<file path="config.mk">
export PLATFORM = sky130hd
export DESIGN_NAME = counter_updown_mod
export DESIGN_NICKNAME = d
export VERILOG_FILES = /design/src/rtl/counter_pkg.sv /design/src/rtl/counter_step.sv /design/src/rtl/counter_updown_mod.sv
export SDC_FILE = /design/constraint.sdc
export NUM_CORES = 1
export LEC_CHECK = 0
export CAP_MARGIN = 20
export CORE_AREA = 2 2 61 63
export DETAILED_ROUTE_END_ITERATION = 10
export DIE_AREA = 0 0 63 65
export PLACE_DENSITY_LB_ADDON = 0.3
export SYNTH_ARGS = -nofsm -noshare
export SYNTH_HDL_FRONTEND = slang
export SYNTH_HIERARCHICAL = 1
export SYNTH_SLANG_ARGS = --single-unit
</file>
<file path="constraint.sdc">
create_clock -name clk -period 2.42 [get_ports clk]
set_input_delay 0.484 -clock clk [delete_from_list [all_inputs] [get_ports clk]]
set_output_delay 0.484 -clock clk [all_outputs]
set_load 0.02 [all_outputs]
</file>
<file path="src/rtl/counter_pkg.sv">
`default_nettype none
// ============================================================================
// Module   : counter_pkg
// Purpose  : Shared constants for the up/down modulo counter family:
//            counting direction and boundary behaviour (wrap or saturate).
// Revision : 1.0  initial release
// ============================================================================
package counter_pkg;

  // Counting direction as carried on the 'up' input
  localparam logic DIR_DOWN = 1'b0;
  localparam logic DIR_UP   = 1'b1;

  // Behaviour when a step would cross 0 or MAX
  localparam logic MODE_WRAP = 1'b0;
  localparam logic MODE_SAT  = 1'b1;

endpackage : counter_pkg
`default_nettype wire

</file>
<file path="src/rtl/counter_step.sv">
`default_nettype none
// ============================================================================
// Module   : counter_step
// Purpose  : Combinational next-count and boundary-event calculator for a
//            modulo counter with range 0..MAX. The modulus is taken from
//            MAX explicitly, so non-power-of-two ranges wrap correctly.
// Revision : 1.0  initial release
// ============================================================================
module counter_step
  import counter_pkg::*;
#(
  parameter int          WIDTH = 8,
  parameter int unsigned MAX   = 2**WIDTH-1
) (
  input  logic [WIDTH-1:0] out,
  input  logic             up,
  input  logic             mode,
  output logic [WIDTH-1:0] next_val,
  output logic             boundary
);

  localparam logic [WIDTH-1:0] MAX_V = WIDTH'(MAX);

  logic at_max;
  logic at_zero;

  assign at_max  = (out == MAX_V);
  assign at_zero = (out == '0);

  // One step in the requested direction; at the edge of the range either
  // wrap to the opposite end or hold, and flag the boundary event.
  always_comb begin
    next_val = out;
    boundary = 1'b0;
    if (up == DIR_UP) begin
      if (at_max) begin
        boundary = 1'b1;
        next_val = (mode == MODE_SAT) ? MAX_V : '0;
      end else begin
        next_val = out + WIDTH'(1);
      end
    end else begin
      if (at_zero) begin
        boundary = 1'b1;
        next_val = (mode == MODE_SAT) ? '0 : MAX_V;
      end else begin
        next_val = out - WIDTH'(1);
      end
    end
  end

endmodule : counter_step
`default_nettype wire

</file>
<file path="src/rtl/counter_updown_mod.sv">
`default_nettype none
// ============================================================================
// Module   : counter_updown_mod
// Purpose  : Parametrised up/down modulo counter with parallel load, a
//            registered terminal-count pulse and an output-valid flag.
//            Priority each cycle: reset > load > enable.
// Options  : COUNTER_SAT_EN - adds the 'sat' input selecting saturation at
//            the range boundaries; without it the counter always wraps.
// Revision : 1.0  initial release
// ============================================================================
module counter_updown_mod
  import counter_pkg::*;
#(
  parameter int          WIDTH     = 8,
  parameter int unsigned MAX       = 2**WIDTH-1,
  parameter int unsigned RESET_VAL = 0
) (
  input  logic             clk,
  input  logic             reset,
  input  logic             enable,
  input  logic             up,
  input  logic             load,
  input  logic [WIDTH-1:0] load_val,
`ifdef COUNTER_SAT_EN
  input  logic             sat,
`endif
  output logic [WIDTH-1:0] out,
  output logic             tc,
  output logic             out_valid
);

  localparam logic [WIDTH-1:0] MAX_V   = WIDTH'(MAX);
  localparam logic [WIDTH-1:0] RESET_V = WIDTH'(RESET_VAL);

  logic             mode;
  logic [WIDTH-1:0] step_next;
  logic             step_boundary;
  logic [WIDTH-1:0] load_clamped;

`ifdef COUNTER_SAT_EN
  assign mode = sat ? MODE_SAT : MODE_WRAP;
`else
  assign mode = MODE_WRAP;
`endif

  // Out-of-range load values are clamped to the top of the count range
  assign load_clamped = (load_val > MAX_V) ? MAX_V : load_val;

  counter_step #(
    .WIDTH (WIDTH),
    .MAX   (MAX)
  ) u_step (
    .out      (out),
    .up       (up),
    .mode     (mode),
    .next_val (step_next),
    .boundary (step_boundary)
  );

  // Count, tc and valid registers with reset > load > enable priority
  always_ff @(posedge clk) begin
    if (reset) begin
      out       <= RESET_V;
      tc        <= 1'b0;
      out_valid <= 1'b0;
    end else begin
      out_valid <= 1'b1;
      if (load) begin
        out <= load_clamped;
        tc  <= 1'b0;
      end else if (enable) begin
        out <= step_next;
        tc  <= step_boundary;
      end else begin
        tc  <= 1'b0;
      end
    end
  end

endmodule : counter_updown_mod
`default_nettype wire

</file>
# [Word-level counts from Yosys, hierarchy flattened]
# Index checks and enable logic that the tools add are counted.
# Widths: inputs -> output; s select.
[totals] out_inout_bits=10 inputBits=13 register_bits=10 word_cells=21
[classes] add_sub_neg=2 n_mux=10 eq_ne=1 n_reduce_logical=3 magnitude_cmp=1 bitwise=1
[ops] cell="$mux 8" n=6
[ops] cell="$add 8x1->8 const B" n=1
[ops] cell="$eq 8x8->1 const B" n=1
[ops] cell="$gt 8x8->1 const B" n=1
[ops] cell="$logic_not 8->1" n=1
[ops] cell="$sub 8x1->8 const B" n=1
[ops] cell="$mux 1" n=4
[ops] cell="$reduce_or 3->1" n=1
[ops] cell="$reduce_bool 2->1" n=1
[ops] cell="$not 1->1" n=1

# [Logic depth before layout (Yosys ltp)]
[depth] ltp_word=5 mapped_depth=8

# [Modules after synthesis]
# Netlist, hierarchy kept.
[modules_own_cells] mod="counter_step" area_each_um2=554.3 n_inst=1 cells_per_inst=84
[modules_own_cells] mod="counter_updown_mod" area_each_um2=427.9 n_inst=1 cells_per_inst=40

# [Least setup slack after synthesis]
# Ideal clock, no wire load.
[synth_timing] path_kind="flip-flop to flip-flop" startpoint="register out[0]" endpoint="register out[1]" setup_slack_ns=0.414 period_less_slack_ns=2.006 stages_incl_launch_ff=9 n_path_buf=0 arrival_time_ns=1.921 setup_time_ns=0.086 path_cell_list="dfxtp_1 -> inv_1 -> ha_1 -> nor2b_1 -> and3_1 -> mux2_1 -> mux2i_1 -> mux2i_1 -> a211oi_1"
[synth_between] elab_chain_len=5 word_cells_on_any_way=9
[synth_rtl] item="start, declared" line="counter_updown_mod.sv:27" source="output logic [WIDTH-1:0] out,"
[synth_rtl] item="start signal, assigned" line="counter_updown_mod.sv:69" source="out <= load_clamped;"
[synth_rtl] item="start signal, assigned" line="counter_updown_mod.sv:72" source="out <= step_next;"
[synth_rtl] item="$sub 8x1->8, or another cell as far along" line="counter_step.sv:47" source="next_val = out - WIDTH'(1);"
[synth_rtl] item="$mux 8 (on tied branches)" line="counter_step.sv:43, counter_step.sv:36"
[synth_rtl] item="$mux 8 *" line="counter_step.sv:35" source="if (up == DIR_UP) begin"
[synth_rtl] item="net step_next[1]" line="counter_updown_mod.sv:36" source="logic [WIDTH-1:0] step_next;"
[synth_rtl] item="$mux 8 *" line="counter_updown_mod.sv:71" source="end else if (enable) begin"
[synth_rtl] item="$mux 8 *" line="counter_updown_mod.sv:68" source="if (load) begin"
# Mark *: on every way through the listed nets, which the timed path passes. The rest lies on a longest branch. The select of a mux whose other input is x is not followed.
# A chain may end at the register's enable or synchronous reset.

# [Final worst setup path]
# Same ends and word-level chain as after synthesis.

==> results.py <==
metrics = {
    "sta": {
        "slew_viol_final": 0,
        "fmax_mhz": 453.7,
        "finalCritPeriodShare": 0.9107,
        "fin_tns_setup_ns": 0,
        "rsz0062_at_grt": "false",
        "setup_viol": 0,
        "holdWs_ns": 0.6559,
        "fin_worst_skew_ns": 0.003428,
        "timing.final.ws_setup_ns": 0.2161,
        "hold_violations": 0,
        "min_period_ns": 2.204,
    },
    "synthesis": {
        "synth_seq_cells": 10,
        "ys_seq_area_frac": 0.2038,
        "syn_avg_cell_area_um2": 7.921,
        "yosysUniqueCellTypes": 42,
        "syn-cell-area_um2": 982.2,
        "yosys_warnings": 6,
        "synth_cells": 124,
    },
    "global_route": {
        "grt.total_usage": 0.1261,
        "antenna_found_initial": 0,
        "grt_pass1_vias": 919,
        "grt_pass1_wl_um": 4222,
        "grt_overflow": 0,
        "grt_max_degree": 16,
    },
    "run_status": {
        "outcome": "finished, final reports clean",
    },
    "critical_path": {
        "cp-end-kind": "flop",
        "cp_data_required_time_ns": 2.59,
        "cpPeakStageDelay_ns": 0.41,
        "start_kind": "flop",
        "r2r_setup_slack_ns": 0.22,
        "cp_cell_sequence": "inv_1 -> ha_1 -> nor2b_1 -> and3_1 -> mux2_1 -> mux2i_1 -> mux2i_1 -> a211oi_1",
        "cp_max_fo": 10,
        "cp_slowest_cell": "dfxtp_1",
        "worstSetupPathType": "flop to flop",
        "arrival_ns": 2.38,
        "cp_common_cell": "mux2i_1",
    },
    "worst_hold_path": {
        "hp-class": "flop to flop",
    },
    "drt": {
        "ant_nets": 0,
        "first_pass_iters": 4,
        "drtIter0Drc": 11,
        "wl_um": 2502,
        "wl_per_cell_um": 13.03,
        "drt-vias-per-instance": 4.984,
        "vias": 957,
        "drc": 0,
    },
    "die": {
        "ios": 23,
        "start_util": 0.2810,
        "die_y_um": 65,
        "design.core.area_mm2": 0.003496,
        "die_w_um": 63,
        "num_rows": 22,
        "die_area_mm2": 0.004095,
    },
    "placed_design": {
        "numPortBuffers": 22,
        "pre_cts_ws_ns": 0.2279,
        "placed_cell_area_mm2": 0.001221,
        "hpwl_um": 1953,
        "routabilityCongestion": 0.8545,
    },
    "cts": {
        "cts_tree": "built",
        "clkSinkCount": 10,
        "htree_levels": 1,
        "hold_buffers": 0,
        "cts_root_buffer": "clkbuf_4",
        "clk_path_buf_depth": 2,
        "cts-resized-gates": 0,
        "path_clk_slew_ns": 0.07,
        "insertion_delay_ns": 0.26,
        "cts-buffers-inserted": 3,
        "cts_setup_buffers": 0,
    },
    "cells_and_area": {
        "postLayoutCellArea_mm2": 0.001257,
        "finish.utilization": 0.3597,
        "final_nets": 161,
        "mostFrequentLayoutCell": "clkdlybuf4s50_1",
        "final_cell_mix": "clkdlybuf4s50_1, mux2i_1, dfxtp_1",
        "layout-drive-gt1-share": 0.09722,
        "antenna_cells": 0,
        "fillers": 383,
        "area_delta_synth_final_pct": 28.03,
    },
    "pwr": {
        "p_int_uw": 380.2,
        "peakVddDrop_v": 0.0003455,
        "p_leak_uw": 0.0004792,
        "comb_power_share": 0.382,
        "p_seq_frac": 0.362,
        "clkPwrFrac": 0.255,
        "switchingPower_uw": 192.0,
        "swShare": 0.3355,
        "power_per_cell_area_mw_per_mm2": 455.1,
    },
    "job": {
        "max_cap_viol_count": 0,
    },
}
## per-stage QoR
stage               total power (µW)  cells
finish                         572.2    192
global route                   607.0    192
CTS                            575.6    192
detailed placement             426.9    188
global placement               426.5    188
floorplan                      355.9    125
## final cells by class
class                      count  area [µm²]  area share
clock buffer                   4       36.28     0.02886
inverter                       6       22.52     0.01791
multi-input combinational    100       703.2      0.5592
sequential                    10       200.2      0.1592
tap                           48       60.06     0.04776
timing repair buffer          24       235.2      0.1871
## cells in the mapped netlist, drive strengths merged
cell      n  area [µm²]
mux2i    13       130.1
dfxtp    10       200.2
o21ai    10       53.80
nor2b     9       56.30
a211oi    8       60.06
nand2     7       26.28
buf       6       48.79
inv       6       22.52
a21oi     4       20.02
nand3     4       20.02
nor2      4       15.01
and3      3       23.77
clkbuf    3       11.26
ha        3       37.54
nor3      3       15.01
o22ai     3       18.77
a21o      2       15.01
a31oi     2       12.51
and4      2       18.77
mux2      2       22.52
nor3b     2       15.01
o31ai     2       15.01
or2       2       12.51
or3       2       12.51
xor2      2       17.52
a21boi    1       7.510
a2bb2oi   1       8.760
and2      1       6.260
conb      1       3.750
nor4      1       12.51
o2bb2ai   1       8.760
o311ai    1       8.760
o31a      1       8.760
or4       1       7.510
xnor2     1       8.760
## worst paths after layout
check	end	from	cells after the start
setup / recovery	out[1]$_SDFFE_PP0P_	out[0]$_SDFFE_PP0P_	8
hold / removal	out[4]$_SDFFE_PP0P_	out[4]$_SDFFE_PP0P_	2
setup reg to reg	out[1]$_SDFFE_PP0P_	out[0]$_SDFFE_PP0P_	8
hold reg to reg	out[4]$_SDFFE_PP0P_	out[4]$_SDFFE_PP0P_	2
## power by group through the flow
stage,Sequential (µW),Combinational (µW),Clock [µW]
floorplan,211,145,0
finish,207,219,146
global placement,211,215,0
detailed placement,211,216,0
CTS,207,218,151
global route,211,239,157
## cell families after synthesis
family / after synthesis / share of synthesized area
AOI/OAI and AO/OA: 36 / 0.2420
xor gates and xnor gates: 3 / 0.02676
adders and majority gates: 3 / 0.03822
buffers and inverters: 15 / 0.08407
DFF: 10 / 0.2038
muxes: 15 / 0.1554
other: 1 / 0.003818
and+or+nand+nor: 41 / 0.2458
## metal layers
| layer | track usage | routed length, µm | vias to the layer above |
|---|---|---|---|
| met2 | 0.2327 | 1268 | 29 |
| met1 | 0.1513 | 1058 | 431 |
| met3 | 0.008681 | 133 | 4 |
| met5 | 0 | 0 | - |
| li1 | - | - | 493 |
| met4 | 0.05000 | 41 | 0 |
## worst max-delay path, delay by kind of cell, from the launching register on
family | cells | cell delay [ns]
simple gates | 2 | 0.56
buf+inv | 1 | 0.17
fa+ha+maj | 1 | 0.18
compound gates | 1 | 0.23
flops | 1 | 0.41
mux | 3 | 0.56
## flip-flops by register name, indices dropped and copies added, names as in the netlist
signal	count
out_valid	1
tc	1
out	8
(Power assumes the default switching activity.)
